==> config.mk <==
export PLATFORM = sky130hd
export DESIGN_NAME = vertex_feeder_flat
export DESIGN_NICKNAME = d
export VERILOG_FILES = /design/src/rtl/vertex_feeder_if.sv /design/src/rtl/vertex_feeder.sv /design/src/flat_wrapper.sv
export SDC_FILE = /design/constraint.sdc
export NUM_CORES = 1
export LEC_CHECK = 0
export ABC_AREA = 1
export CORE_MARGIN = 2
export CORE_UTILIZATION = 50
export CTS_CLUSTER_DIAMETER = 40
export DETAILED_ROUTE_END_ITERATION = 7
export GPL_TIMING_DRIVEN = 0
export PLACE_DENSITY = 0.79
export SLEW_MARGIN = 10
export SYNTH_ARGS = -nofsm -noshare
export SYNTH_HDL_FRONTEND = slang
export SYNTH_SLANG_ARGS = --single-unit
==> constraint.sdc <==
create_clock -name clock -period 2.7 [get_ports clock]
set_input_delay 0.27 -clock clock [delete_from_list [all_inputs] [get_ports clock]]
set_output_delay 0.27 -clock clock [all_outputs]
set_load 0.05 [all_outputs]
==> src/rtl/vertex_feeder_if.sv <==
// rtl/vertex_feeder_if.sv - vertex ROM, MVP engine and rasterizer stream bundle for vertex_feeder
interface vertex_feeder_if #(
  parameter int ADDR_W = 10
);
  // vertex ROM
  logic [ADDR_W-1:0] rom_addr;
  logic [95:0]       rom_data;
  // MVP transform engine
  logic              mvp_start;
  logic              mvp_update;
  logic [31:0]       mvp_x;
  logic [31:0]       mvp_y;
  logic [31:0]       mvp_z;
  logic              mvp_done;
  logic [31:0]       mvp_ox;
  logic [31:0]       mvp_oy;
  logic [31:0]       mvp_oz;
  // rasterizer vertex stream
  logic              vtx_valid;
  logic              vtx_ready;
  logic [31:0]       vtx_x;
  logic [31:0]       vtx_y;
  logic [31:0]       vtx_z;
  logic              vtx_last;
  logic              vtx_clip;

  modport master (
    output rom_addr, input rom_data,
    output mvp_start, output mvp_update, output mvp_x, output mvp_y, output mvp_z,
    input mvp_done, input mvp_ox, input mvp_oy, input mvp_oz,
    output vtx_valid, input vtx_ready, output vtx_x, output vtx_y, output vtx_z,
    output vtx_last, output vtx_clip
  );

  modport slave (
    input rom_addr, output rom_data,
    input mvp_start, input mvp_update, input mvp_x, input mvp_y, input mvp_z,
    output mvp_done, output mvp_ox, output mvp_oy, output mvp_oz,
    input vtx_valid, output vtx_ready, input vtx_x, input vtx_y, input vtx_z,
    input vtx_last, input vtx_clip
  );
endinterface

==> src/rtl/vertex_feeder.sv <==
// rtl/vertex_feeder.sv - frame sequencer feeding ROM vertices through the MVP engine into a rasterizer FIFO (clip flag under VERTEX_FEEDER_CLIP_EN)
module vertex_feeder #(
  parameter int ADDR_W     = 10,
  parameter int FIFO_DEPTH = 4
) (
  input  logic              clock,
  input  logic              resetn,
  input  logic              frame_start_i,
  input  logic [ADDR_W-1:0] num_verts_i,
  vertex_feeder_if.master   bus,
  output logic              busy_o,
  output logic              frame_done_o
);

  localparam int PTR_W = $clog2(FIFO_DEPTH);
  localparam logic [PTR_W:0] FULL_CNT = (PTR_W+1)'(FIFO_DEPTH);
  localparam int ENTRY_W = 98;

  typedef enum logic [3:0] {
    IDLE, UPD_REQ, UPD_ACK, UPD_WAIT, FETCH, LOAD, XF_REQ, XF_ACK, XF_WAIT, PUSH
  } state_t;

  state_t            state_q, state_d;
  logic [ADDR_W-1:0] idx_q, idx_d;
  logic [ADDR_W-1:0] nv_q, nv_d;
  logic              fetch_cnt_q, fetch_cnt_d;
  logic [31:0]       x_q, x_d, y_q, y_d, z_q, z_d;

  logic              start_w, update_w, push_w, frame_done_w, last_w, clip_w, pop_w;

  logic [ENTRY_W-1:0] mem_q [FIFO_DEPTH];
  logic [PTR_W-1:0]   wr_ptr_q, rd_ptr_q;
  logic [PTR_W:0]     count_q;
  logic [ENTRY_W-1:0] head_w;

  assign last_w = (idx_q == nv_q - ADDR_W'(1));

`ifdef VERTEX_FEEDER_CLIP_EN
  assign clip_w = ($signed(bus.mvp_ox) < 0) | ($signed(bus.mvp_ox) > 639) |
                  ($signed(bus.mvp_oy) < 0) | ($signed(bus.mvp_oy) > 479) |
                  ($signed(bus.mvp_oz) < 0);
`else
  assign clip_w = 1'b0;
`endif

  // Frame sequencing: next state, ROM index, vertex latch and request strobes
  always_comb begin
    state_d      = state_q;
    idx_d        = idx_q;
    nv_d         = nv_q;
    fetch_cnt_d  = 1'b0;
    x_d          = x_q;
    y_d          = y_q;
    z_d          = z_q;
    start_w      = 1'b0;
    update_w     = 1'b0;
    push_w       = 1'b0;
    frame_done_w = 1'b0;
    unique case (state_q)
      IDLE: begin
        if (frame_start_i && bus.mvp_done) begin
          nv_d    = num_verts_i;
          idx_d   = '0;
          state_d = UPD_REQ;
        end
      end
      UPD_REQ: begin
        // Only fire into an idle engine; never re-request while it is working.
        if (bus.mvp_done) begin
          start_w  = 1'b1;
          update_w = 1'b1;
          state_d  = UPD_ACK;
        end
      end
      UPD_ACK: if (!bus.mvp_done) state_d = UPD_WAIT;
      UPD_WAIT: begin
        if (bus.mvp_done) begin
          if (nv_q == '0) begin
            frame_done_w = 1'b1;
            state_d      = IDLE;
          end else begin
            state_d = FETCH;
          end
        end
      end
      FETCH: begin
        // Two cycles of ROM read latency after rom_addr moves.
        if (fetch_cnt_q) state_d = LOAD;
        else fetch_cnt_d = 1'b1;
      end
      LOAD: begin
        x_d = bus.rom_data[95:64];
        y_d = bus.rom_data[63:32];
        z_d = bus.rom_data[31:0];
        // Only one vertex is ever in flight, so a free slot now guarantees room at PUSH.
        if (count_q != FULL_CNT) state_d = XF_REQ;
      end
      XF_REQ: begin
        if (bus.mvp_done) begin
          start_w = 1'b1;
          state_d = XF_ACK;
        end
      end
      XF_ACK:  if (!bus.mvp_done) state_d = XF_WAIT;
      XF_WAIT: if (bus.mvp_done) state_d = PUSH;
      PUSH: begin
        push_w = 1'b1;
        if (last_w) begin
          frame_done_w = 1'b1;
          idx_d        = '0;
          state_d      = IDLE;
        end else begin
          idx_d   = idx_q + ADDR_W'(1);
          state_d = FETCH;
        end
      end
      default: state_d = IDLE;
    endcase
  end

  // Sequencer state registers
  always_ff @(posedge clock or negedge resetn) begin
    if (!resetn) begin
      state_q     <= IDLE;
      idx_q       <= '0;
      nv_q        <= '0;
      fetch_cnt_q <= 1'b0;
      x_q         <= '0;
      y_q         <= '0;
      z_q         <= '0;
    end else begin
      state_q     <= state_d;
      idx_q       <= idx_d;
      nv_q        <= nv_d;
      fetch_cnt_q <= fetch_cnt_d;
      x_q         <= x_d;
      y_q         <= y_d;
      z_q         <= z_d;
    end
  end

  assign pop_w = (count_q != '0) && bus.vtx_ready;

  // Output FIFO: storage and pointers; simultaneous push and pop keep the count steady
  always_ff @(posedge clock or negedge resetn) begin
    if (!resetn) begin
      for (int i = 0; i < FIFO_DEPTH; i++) mem_q[i] <= '0;
      wr_ptr_q <= '0;
      rd_ptr_q <= '0;
      count_q  <= '0;
    end else begin
      if (push_w) begin
        mem_q[wr_ptr_q] <= {bus.mvp_ox, bus.mvp_oy, bus.mvp_oz, last_w, clip_w};
        wr_ptr_q        <= wr_ptr_q + PTR_W'(1);
      end
      if (pop_w) rd_ptr_q <= rd_ptr_q + PTR_W'(1);
      if (push_w && !pop_w)      count_q <= count_q + (PTR_W+1)'(1);
      else if (!push_w && pop_w) count_q <= count_q - (PTR_W+1)'(1);
    end
  end

  assign head_w = mem_q[rd_ptr_q];

  assign bus.rom_addr   = idx_q;
  assign bus.mvp_start  = start_w;
  assign bus.mvp_update = update_w;
  assign bus.mvp_x      = x_q;
  assign bus.mvp_y      = y_q;
  assign bus.mvp_z      = z_q;
  assign bus.vtx_valid  = (count_q != '0);
  assign bus.vtx_x      = head_w[97:66];
  assign bus.vtx_y      = head_w[65:34];
  assign bus.vtx_z      = head_w[33:2];
  assign bus.vtx_last   = head_w[1];
  assign bus.vtx_clip   = head_w[0];
  assign busy_o         = (state_q != IDLE);
  assign frame_done_o   = frame_done_w;

endmodule
==> src/flat_wrapper.sv <==
// flat-port wrapper written by rule: the top's interface ports become plain ports
module vertex_feeder_flat 
#(
  parameter int ADDR_W     = 10,
  parameter int FIFO_DEPTH = 4
)
  (clock, resetn, frame_start_i, num_verts_i, busy_o, frame_done_o, bus_rom_addr, bus_rom_data, bus_mvp_start, bus_mvp_update, bus_mvp_x, bus_mvp_y, bus_mvp_z, bus_mvp_done, bus_mvp_ox, bus_mvp_oy, bus_mvp_oz, bus_vtx_valid, bus_vtx_ready, bus_vtx_x, bus_vtx_y, bus_vtx_z, bus_vtx_last, bus_vtx_clip);
  vertex_feeder_if #(.ADDR_W(ADDR_W)) bus_i ();
  input  logic clock;
  input  logic resetn;
  input  logic frame_start_i;
  input  logic [ADDR_W-1:0] num_verts_i;
  output logic busy_o;
  output logic frame_done_o;
  output wire logic [$bits(bus_i.rom_addr)-1:0] bus_rom_addr;
  input wire logic [$bits(bus_i.rom_data)-1:0] bus_rom_data;
  output wire logic [$bits(bus_i.mvp_start)-1:0] bus_mvp_start;
  output wire logic [$bits(bus_i.mvp_update)-1:0] bus_mvp_update;
  output wire logic [$bits(bus_i.mvp_x)-1:0] bus_mvp_x;
  output wire logic [$bits(bus_i.mvp_y)-1:0] bus_mvp_y;
  output wire logic [$bits(bus_i.mvp_z)-1:0] bus_mvp_z;
  input wire logic [$bits(bus_i.mvp_done)-1:0] bus_mvp_done;
  input wire logic [$bits(bus_i.mvp_ox)-1:0] bus_mvp_ox;
  input wire logic [$bits(bus_i.mvp_oy)-1:0] bus_mvp_oy;
  input wire logic [$bits(bus_i.mvp_oz)-1:0] bus_mvp_oz;
  output wire logic [$bits(bus_i.vtx_valid)-1:0] bus_vtx_valid;
  input wire logic [$bits(bus_i.vtx_ready)-1:0] bus_vtx_ready;
  output wire logic [$bits(bus_i.vtx_x)-1:0] bus_vtx_x;
  output wire logic [$bits(bus_i.vtx_y)-1:0] bus_vtx_y;
  output wire logic [$bits(bus_i.vtx_z)-1:0] bus_vtx_z;
  output wire logic [$bits(bus_i.vtx_last)-1:0] bus_vtx_last;
  output wire logic [$bits(bus_i.vtx_clip)-1:0] bus_vtx_clip;
  assign bus_rom_addr = bus_i.rom_addr;
  assign bus_i.rom_data = bus_rom_data;
  assign bus_mvp_start = bus_i.mvp_start;
  assign bus_mvp_update = bus_i.mvp_update;
  assign bus_mvp_x = bus_i.mvp_x;
  assign bus_mvp_y = bus_i.mvp_y;
  assign bus_mvp_z = bus_i.mvp_z;
  assign bus_i.mvp_done = bus_mvp_done;
  assign bus_i.mvp_ox = bus_mvp_ox;
  assign bus_i.mvp_oy = bus_mvp_oy;
  assign bus_i.mvp_oz = bus_mvp_oz;
  assign bus_vtx_valid = bus_i.vtx_valid;
  assign bus_i.vtx_ready = bus_vtx_ready;
  assign bus_vtx_x = bus_i.vtx_x;
  assign bus_vtx_y = bus_i.vtx_y;
  assign bus_vtx_z = bus_i.vtx_z;
  assign bus_vtx_last = bus_i.vtx_last;
  assign bus_vtx_clip = bus_i.vtx_clip;
  vertex_feeder #(.ADDR_W(ADDR_W), .FIFO_DEPTH(FIFO_DEPTH)) u_core (.clock(clock), .resetn(resetn), .frame_start_i(frame_start_i), .num_verts_i(num_verts_i), .bus(bus_i), .busy_o(busy_o), .frame_done_o(frame_done_o));
endmodule
# Word level (Yosys, flattened, before mapping)
# Cells that the tools add are included.
[totals]
word_cells = 95
input_bits = 207
latchBits = 0
out_inout_bits = 209
mem_bits_ro = 0
n_memories = 0
register_bits = 520
ram_bits = 0
[op_classes]
n_shift = 0
n_addsub = 6
n_bitwise = 2
n_eq_ne = 20
n_reduce_logical = 17
n_mul = 0
n_lt_le_gt_ge = 3
div_mod_pow = 0
n_mux = 33
[op_table]
columns = ["cell", "n"]
rows = [
  ["bitwise mux 392 bit", 1],
  ["2-to-1 mux 98 bit", 3],
  ["binary-select mux 98 bit (select 2 bit)", 1],
  ["demux 98 bit (select 2 bit)", 1],
  ["one-hot mux 4 bit (10 select lines)", 1],
  ["2-to-1 mux 4 bit", 9],
  ["2-to-1 mux 10 bit", 2],
  ["one-hot mux 10 bit (2 select lines)", 1],
  ["equality test 4 x 3 -> 1 bit (second input constant)", 4],
  ["2-to-1 mux 3 bit", 4],
  ["inequality test 2 bit (second input constant)", 6],
  ["adder 10 x 1 -> 10 bit (second input constant)", 1],
  ["equality test 10 bit", 1],
  ["zero test 10 bit", 1],
  ["subtractor 10 x 1 -> 10 bit (second input constant)", 1],
  ["2-to-1 mux 1 bit", 9],
  ["AND reduction 9 bit", 1],
  ["equality test 4 x 2 -> 1 bit (second input constant)", 2],
  ["equality test 4 bit (second input constant)", 2],
  [">= comparator 3 bit (second input constant)", 2],
  ["inequality test 2 x 1 -> 1 bit (second input constant)", 3],
  ["NOT 2 -> 3 bit", 2],
  ["logical AND 1 bit", 5],
  ["adder 2 x 1 -> 2 bit (second input constant)", 2],
  ["other kinds (13)", 16],
]

# Longest topological paths before layout
# Gate-level depths: netlist of the first run.
[logic_depth]
word_depth = 6
mapped_depth = 15

# Least setup slack after synthesis of the first run
# Ideal clock, no wire load.
[synth_path]
path_kind = "reg-to-output"
start = "register u_core.rd_ptr_q[0]"
end = "output port bus_vtx_x[0]"
arrival_time_ns = 1.964
path_slack_ns = 0.466
n_path_buf = 3
stages_incl_launch_ff = 7
cell_sequence = "dfrtp_1 -> buf_2 -> inv_1 -> buf_2 -> clkbuf_1 -> o21ai_0 -> o22ai_1"
[synth_between]
elab_chain_cells = 4
[synth_rtl]
columns = ["item", "line", "rtl"]
rows = [
  ["start: declaration", "vertex_feeder.sv:32", "logic [PTR_W-1:0] wr_ptr_q, rd_ptr_q;"],
  ["start signal: assignment", "vertex_feeder.sv:156", "if (pop_w) rd_ptr_q <= rd_ptr_q + PTR_W'(1);"],
  ["NOT 2 -> 3 bit (not written as such)", "vertex_feeder.sv:162", "assign head_w = mem_q[rd_ptr_q];"],
  ["binary-select mux 98 bit (select 2 bit)", "vertex_feeder.sv:162", ""],
  ["2-to-1 mux 98 bit (not written as such) (2 in series)", "vertex_feeder.sv:162", ""],
  ["end: declaration", "flat_wrapper.sv:28", "output wire logic [$bits(bus_i.vtx_x)-1:0] bus_vtx_x;"],
]
# Every way passes these cells. The select of a mux whose other input is x is not followed.

# Final worst setup path of the first run
[layout_path]
start = "register u_core.rd_ptr_q[0]"
end = "output port bus_vtx_x[23]"
# Same word-level chain as after synthesis.

==> results of run 1 <==
per-stage QoR:
step | util (%) | power, W
finish | 67.9 | 0.0412
floorplan | - | 0.0241
global route | 67.9 | 0.0431
global placement | 61.7 | 0.0305
detailed placement | 62.1 | 0.0310
CTS | 67.6 | 0.0410
path summary, 6_finish.rpt:
kind / to / cells past startpoint / startpoint / slack (ps)
setup / recovery: bus_vtx_x[23] / 7 / u_core.rd_ptr_q[0] / 30
hold / removal: u_core.bus.mvp_y[7] / 3 / bus_rom_data[39] / 220
setup reg to reg: u_core.count_q[2] / 11 / u_core.state_q[1] / 530
hold reg to reg: u_core.fetch_cnt_q / 1 / u_core.fetch_cnt_q / 420
max in group asynchronous: u_core.mem_q[38] / 6 / resetn / 540
min in group asynchronous: u_core.mem_q[69] / 2 / resetn / 240
registers in the layout (all words and copies together) (netlist names), 3 cells and up:
signal               cells
u_core.count_q           3
u_core.bus.rom_addr     10
u_core.nv_q             10
u_core.state_q           4
u_core.bus.mvp_y        32
u_core.bus.mvp_z        32
u_core.bus.mvp_x        32
u_core.mem_q           388
synthesized netlist by cell type (3+ instances only):
library cell / instances
nand2_1: 723
dfrtp_1: 516
o21ai_0: 516
nor2_1: 220
inv_1: 133
o22ai_1: 105
o21ai_1: 81
clkbuf_1: 73
buf_2: 58
nand3_1: 24
buf_6: 21
buf_4: 18
a21oi_1: 12
xor2_1: 12
ha_1: 7
inv_2: 7
nand2_4: 7
nor2_2: 6
xnor2_1: 6
nor3_1: 5
mux2_2: 4
nand2_2: 4
nor2_4: 3
worst max-delay path, stage by stage (launching register included):
cell	delay, ps
dfrtp_2	440
buf_4	220
inv_4	130
buf_8	180
clkbuf_4	230
o21ai_0	100
o22ai_1	250
buf_4	260
layout make-up:
| class | instances | area share (%) |
|---|---|---|
| flip-flops and latches | 516 | 43.1 |
| multi-input cells | 1744 | 26.7 |
| repair buffers | 427 | 13.4 |
| clock buffers | 93 | 6.97 |
| plain buffers | 169 | 3.55 |
| well taps | 592 | 2.47 |
| clock inverters | 47 | 1.96 |
| inverters | 141 | 1.81 |
| diodes | 2 | 0.0167 |
kinds of logic (layout without fill, tap and decap cells):
logic type / Yosys count / after routing / share of synthesized area, %
buf+inv: 311 / 877 / 6.60
mux: 4 / 4 / 0.202
flops: 516 / 516 / 57.8
fa+ha+maj: 8 / 8 / 0.482
simple gates: 998 / 998 / 17.5
other cells: 1 / 3 / 0.0168
compound gates: 715 / 715 / 16.6
xor+xnor: 18 / 18 / 0.706
timing repair:
item / in CTS / in global routing
setup endpoints to repair: 100 / 74
hold buffers: 1 / 0
gates resized for setup: 582 / 71
pin swaps: 1 / 3
endpoints found under the hold margin: 62 / 0
setup buffers: 4 / 2
report_power, final:
group | internal (W) | switching, W
registers | 0.0104 | 0.00165
clock network | 0.00647 | 0.00380
logic | 0.00559 | 0.0133
total | 0.0224 | 0.0187
metal layers:
layer / GRT usage (%) / up-vias
met4: 14.6 / 4
met2: 48.7 / 1069
met5: 0 / -
met3: 7.40 / 216
met1: 40.2 / 10135
li1: - / 9417
==> out/results.tsv, run 1 <==
stage	metric	value	unit
timing	clock_skew	16.0	ps
placed_design	placed_cell_area	27400	um2
worst_setup_path	worst_setup_path_end_kind	output pin	
timing	period_share	98.9	%
clock_network	htree_levels	3	
worst_setup_path	cp_data_arrival_time	2400	ps
synthesis	synthTopCellsByArea	dfrtp_1, nand2_1, o21ai_0, nor2_1, o22ai_1	
global_route	grt_pass1_vias	20873	
detailed_routing	vias	20841	
timing	holdWs	220	ps
synthesis	syn_avg_cell_area	8.68	um2
floorplan	die_w	215	um
timing	fin_tns_setup	0	ps
detailed_routing	met3RoutedLength	6370	um
timing	hold_viol	0	
cells_and_area	final_cells	3731	
synthesis	synthDistinctLibCells	33	
synthesis	synth_edf_count	0	
synthesis	ys_seq_area_share	57.8	%
detailed_routing	first_iter_violations	2264	
timing	fmax	0.374	GHz
detailed_routing	met2_length	33900	um
placed_design	numPortBuffers	414	
power_and_ir_drop	leakagePower	14.5	nW
global_route	grt_max_degree	87	
cells_and_area	synthToLayoutAreaGrowth	34.1	%
detailed_routing	drc	0	
floorplan	die_area	46400	um2
placed_design	dp_worst_setup_slack	-723	ps
placed_design	hpwl	47800	um
floorplan	die_y	215	um
timing	setup_violations	0	
global_route	antenna_found_initial	4	
clock_network	clk_pin_slew	60	ps
floorplan	rows	77	
cells_and_area	final_nets	3289	
clock_network	cts-buffers-inserted	75	
synthesis	synth_area_leader_cell	dfrtp_1	
floorplan	core_area	44100	um2
job	drv_cap	0	
detailed_routing	routedWlPerCell	19.3	um
timing	worst_pin_slew	617	ps
timing	fin_ws	29.1	ps
detailed_routing	via_per_inst	5.59	
cells_and_area	final_cell_mix	nand2_1, o21ai_0, dfrtp_1	
worst_setup_path	cp_max_fo	10	
clock_network	clock_latency	590	ps
timing	slew_violations	0	
floorplan	io_pins	416	
cells_and_area	drive_gt1_share	13.6	%
clock_network	cts-root-buf	clkbuf_16	
synthesis	synth_ff_type	dfrtp_1	
cells_and_area	multi_input_area	8000	um2
cells_and_area	fillers	3488	
worst_setup_path	cp-start-kind	flip-flop	
cells_and_area	seq_area	12900	um2
synthesis	yosys_warnings	0	
synthesis	synthCells	2571	
hold_path	hold_path_class	in -> reg	
clock_network	clk_path_buf_depth	3	
detailed_routing	ant_nets	0	
clock_network	cts_tree	done	
detailed_routing	routed_wl	71900	um
placed_design	place_congestion	0.904	
synthesis	ys_ff_latch	516	
power_and_ir_drop	power_density	1380	nW/um2
synthesis	syn-cell-area	22300	um2
detailed_routing	drtPass1Iterations	6	
clock_network	cts.sink_count	516	
global_route	grt_usage	30.8	%
worst_setup_path	criticalPathCategory	reg -> out	
detailed_routing	met1_length	28500	um
timing	maxSlewHeadroom	58.8	%
timing	rsz0062_at_grt	true	
cells_and_area	final_common_cell	nand2_1	
detailed_routing	maxUsedRoutingLayer	met5	
synthesis	synth.net_count	2786	
floorplan	start_util	50.6	%
global_route	grt_first_pass_wirelength	113000	um
worst_setup_path	cp.required	2430	ps
cells_and_area	postLayoutCellArea	29900	um2
global_route	overflow	0	
timing	period_minus_slack	2670	ps
placed_design	place_inst	3583	
synthesis	synthArstFlopShare	100	%
synthesis	netlist.area_leader.share	57.8	%
power_and_ir_drop	vdd_drop_max	0.00112	V
run_status	status	completed	
(Power assumes the default switching activity.)
==> run 2: changes to the inputs <==
Settings changed: PLACE_DENSITY 0.79 to 0.75, REMOVE_ABC_BUFFERS set to 1.
==> run 2 against run 1 <==
First-iteration DRC count shrank 11%; largest power group unchanged; via count shrank 4.7%; register-to-register slack lost 350 ps; largest cell class unchanged; global-route usage shrank 1.1 points; critical path type unchanged; combinational power is essentially flat; non-clock buffer count shrank 148; critical endpoint is now bus_vtx_z[25].
==> out/results.tsv, run 2 (same netlist as run 1, synthesis figures left out) <==
stage	metric	value	unit
cells_and_area	postLayoutCellArea	29500	um2
cells_and_area	largest-register	u_core.mem_q	
floorplan	io_pins	416	
power_and_ir_drop	internal_power	0.0229	W
power_and_ir_drop	power_density	1410	nW/um2
power_and_ir_drop	clkPwrFrac	25.0	%
cells_and_area	largest_register_ffs	388	
power_and_ir_drop	leakagePower	14.1	nW
clock_network	cts.sink_count	516	
timing	fin_ws	80.3	ps
placed_design	placed_cell_area	26800	um2
timing	worst_pin_slew	886	ps
cells_and_area	final_common_cell	nand2_1	
worst_setup_path	worst_setup_path_end_kind	output pin	
detailed_routing	drtPass1Iterations	5	
clock_network	cts-buffers-inserted	75	
placed_design	place_congestion	0.875	
cells_and_area	final_nets	3143	
cells_and_area	final_cell_mix	nand2_1, o21ai_0, dfrtp_1	
timing	period_share	97.0	%
global_route	grt_max_degree	127	
clock_network	clk_path_buf_depth	3	
placed_design	dp_worst_setup_slack	-830	ps
global_route	grt_pass1_vias	19761	
floorplan	start_util	50.6	%
placed_design	place_inst	3424	
floorplan	die_w	215	um
worst_setup_path	cp.required	2430	ps
clock_network	clock_latency	610	ps
cells_and_area	final_cells	3589	
timing	fmax	0.382	GHz
timing	period_minus_slack	2620	ps
cells_and_area	synthToLayoutAreaGrowth	32.2	%
cells_and_area	drive_gt1_share	10.3	%
detailed_routing	routedWlPerCell	19.0	um
global_route	overflow	0	
power_and_ir_drop	comb_power_share	46.1	%
worst_setup_path	cp_max_fo	33	
detailed_routing	routed_wl	68300	um
power_and_ir_drop	switching_power	0.0186	W
clock_network	htree_levels	3	
floorplan	die_area	46400	um2
worst_setup_path	cp-start-kind	flip-flop	
timing	maxSlewHeadroom	40.8	%
run_status	status	completed	
hold_path	hold_path_class	in -> reg	
detailed_routing	first_iter_violations	2024	
worst_setup_path	regToRegSetupSlack	180	ps
floorplan	core_area	44100	um2
timing	hold_viol	0	
global_route	grt_usage	29.7	%
clock_network	cts-root-buf	clkbuf_16	
placed_design	hpwl	39300	um
power_and_ir_drop	share_seq_of_total_power	28.8	%
global_route	grt_first_pass_wirelength	109000	um
worst_setup_path	criticalPathCategory	reg -> out	
timing	clock_skew	32.8	ps
power_and_ir_drop	vdd_drop_max	0.00104	V
timing	holdWs	192	ps
floorplan	rows	77	
detailed_routing	vias	19867	
clock_network	cts_tree	done	
detailed_routing	via_per_inst	5.54	
power_and_ir_drop	switching_share	44.9	%
detailed_routing	drc	0	
timing	slew_violations	0	
clock_network	clk_pin_slew	60	ps
power_and_ir_drop	fin_total_pwr	0.0415	W
worst_setup_path	cp_data_arrival_time	2350	ps
timing	setup_violations	0	
job	drv_cap	0	
placed_design	numPortBuffers	414	
floorplan	die_y	215	um
detailed_routing	ant_nets	0	
global_route	antenna_found_initial	13	
-- run 2: cell types whose count changed in the layout (fill, tap and decap cells not counted), moves of 6 or more --
cell,change
buf_16,+15
buf_2,-64
buf_4,-6
buf_6,-21
clkbuf_1,-32
clkbuf_2,-17
clkbuf_4,-23
clkbuf_8,-6
diode_2,+8
-- run 2: cell type report --
type	instances	area, um2
clock buffers	91	2060
diodes	10	25.0
multi-input cells	1744	8010
repair inverters	2	17.5
well taps	592	741
repair buffers	448	4570
fillers	3486	14600
flip-flops and latches	516	12900
inverters	141	572
clock inverters	45	613
-- run 2: worst max-delay path, stage by stage, from the launching register on --
cell	delay, ps
dfrtp_4	500
buf_16	200
inv_16	160
buf_16	230
o21ai_0	130
o22ai_1	180
buf_2	310
-- run 2: path summary, 6_finish.rpt --
path | cells past startpoint | startpoint | endpoint
max in group asynchronous | 5 | resetn | u_core.rd_ptr_q[1]
hold / removal | 3 | bus_rom_data[15] | u_core.bus.mvp_z[15]
setup reg to reg | 9 | u_core.state_q[2] | u_core.bus.mvp_x[31]
hold reg to reg | 1 | u_core.fetch_cnt_q | u_core.fetch_cnt_q
setup / recovery | 6 | u_core.rd_ptr_q[1] | bus_vtx_z[25]
min in group asynchronous | 2 | resetn | u_core.mem_q[114]
-- run 2: metrics by stage --
step / util, % / TNS [ps]
after floorplan: - / -466800
after global placement: 59.5 / -
after detailed placement: 60.7 / -58770
after CTS: 66.8 / 0
after global routing: 66.9 / -230
final: 66.9 / 0
-- run 2: layer usage --
metal | global-route usage (%) | wire, um
met5 | 0 | 37
met3 | 7.94 | 6030
met4 | 15.4 | 3140
met1 | 37.0 | 26400
met2 | 47.7 | 32800
-- run 2: timing repair --
| action | CTS | global route |
|---|---|---|
| gates cloned | 7 | 0 |
| setup endpoints to repair | 100 | 5 |
| pin swaps | 1 | 1 |
| buffers inserted | 9 | 2 |
| hold endpoints to repair | 68 | 0 |
| hold buffers | 1 | 0 |
| resized for setup | 563 | 9 |
-- run 2: power by group through the flow --
stage,clock network (W),registers [W],logic [W]
finish,0.0104,0.0120,0.0191
global route,0.0109,0.0123,0.0204
CTS,0.0105,0.0119,0.0191
detailed placement,0,0.0122,0.0183
global placement,0,0.0124,0.0164
floorplan,0,0.0147,0.00908
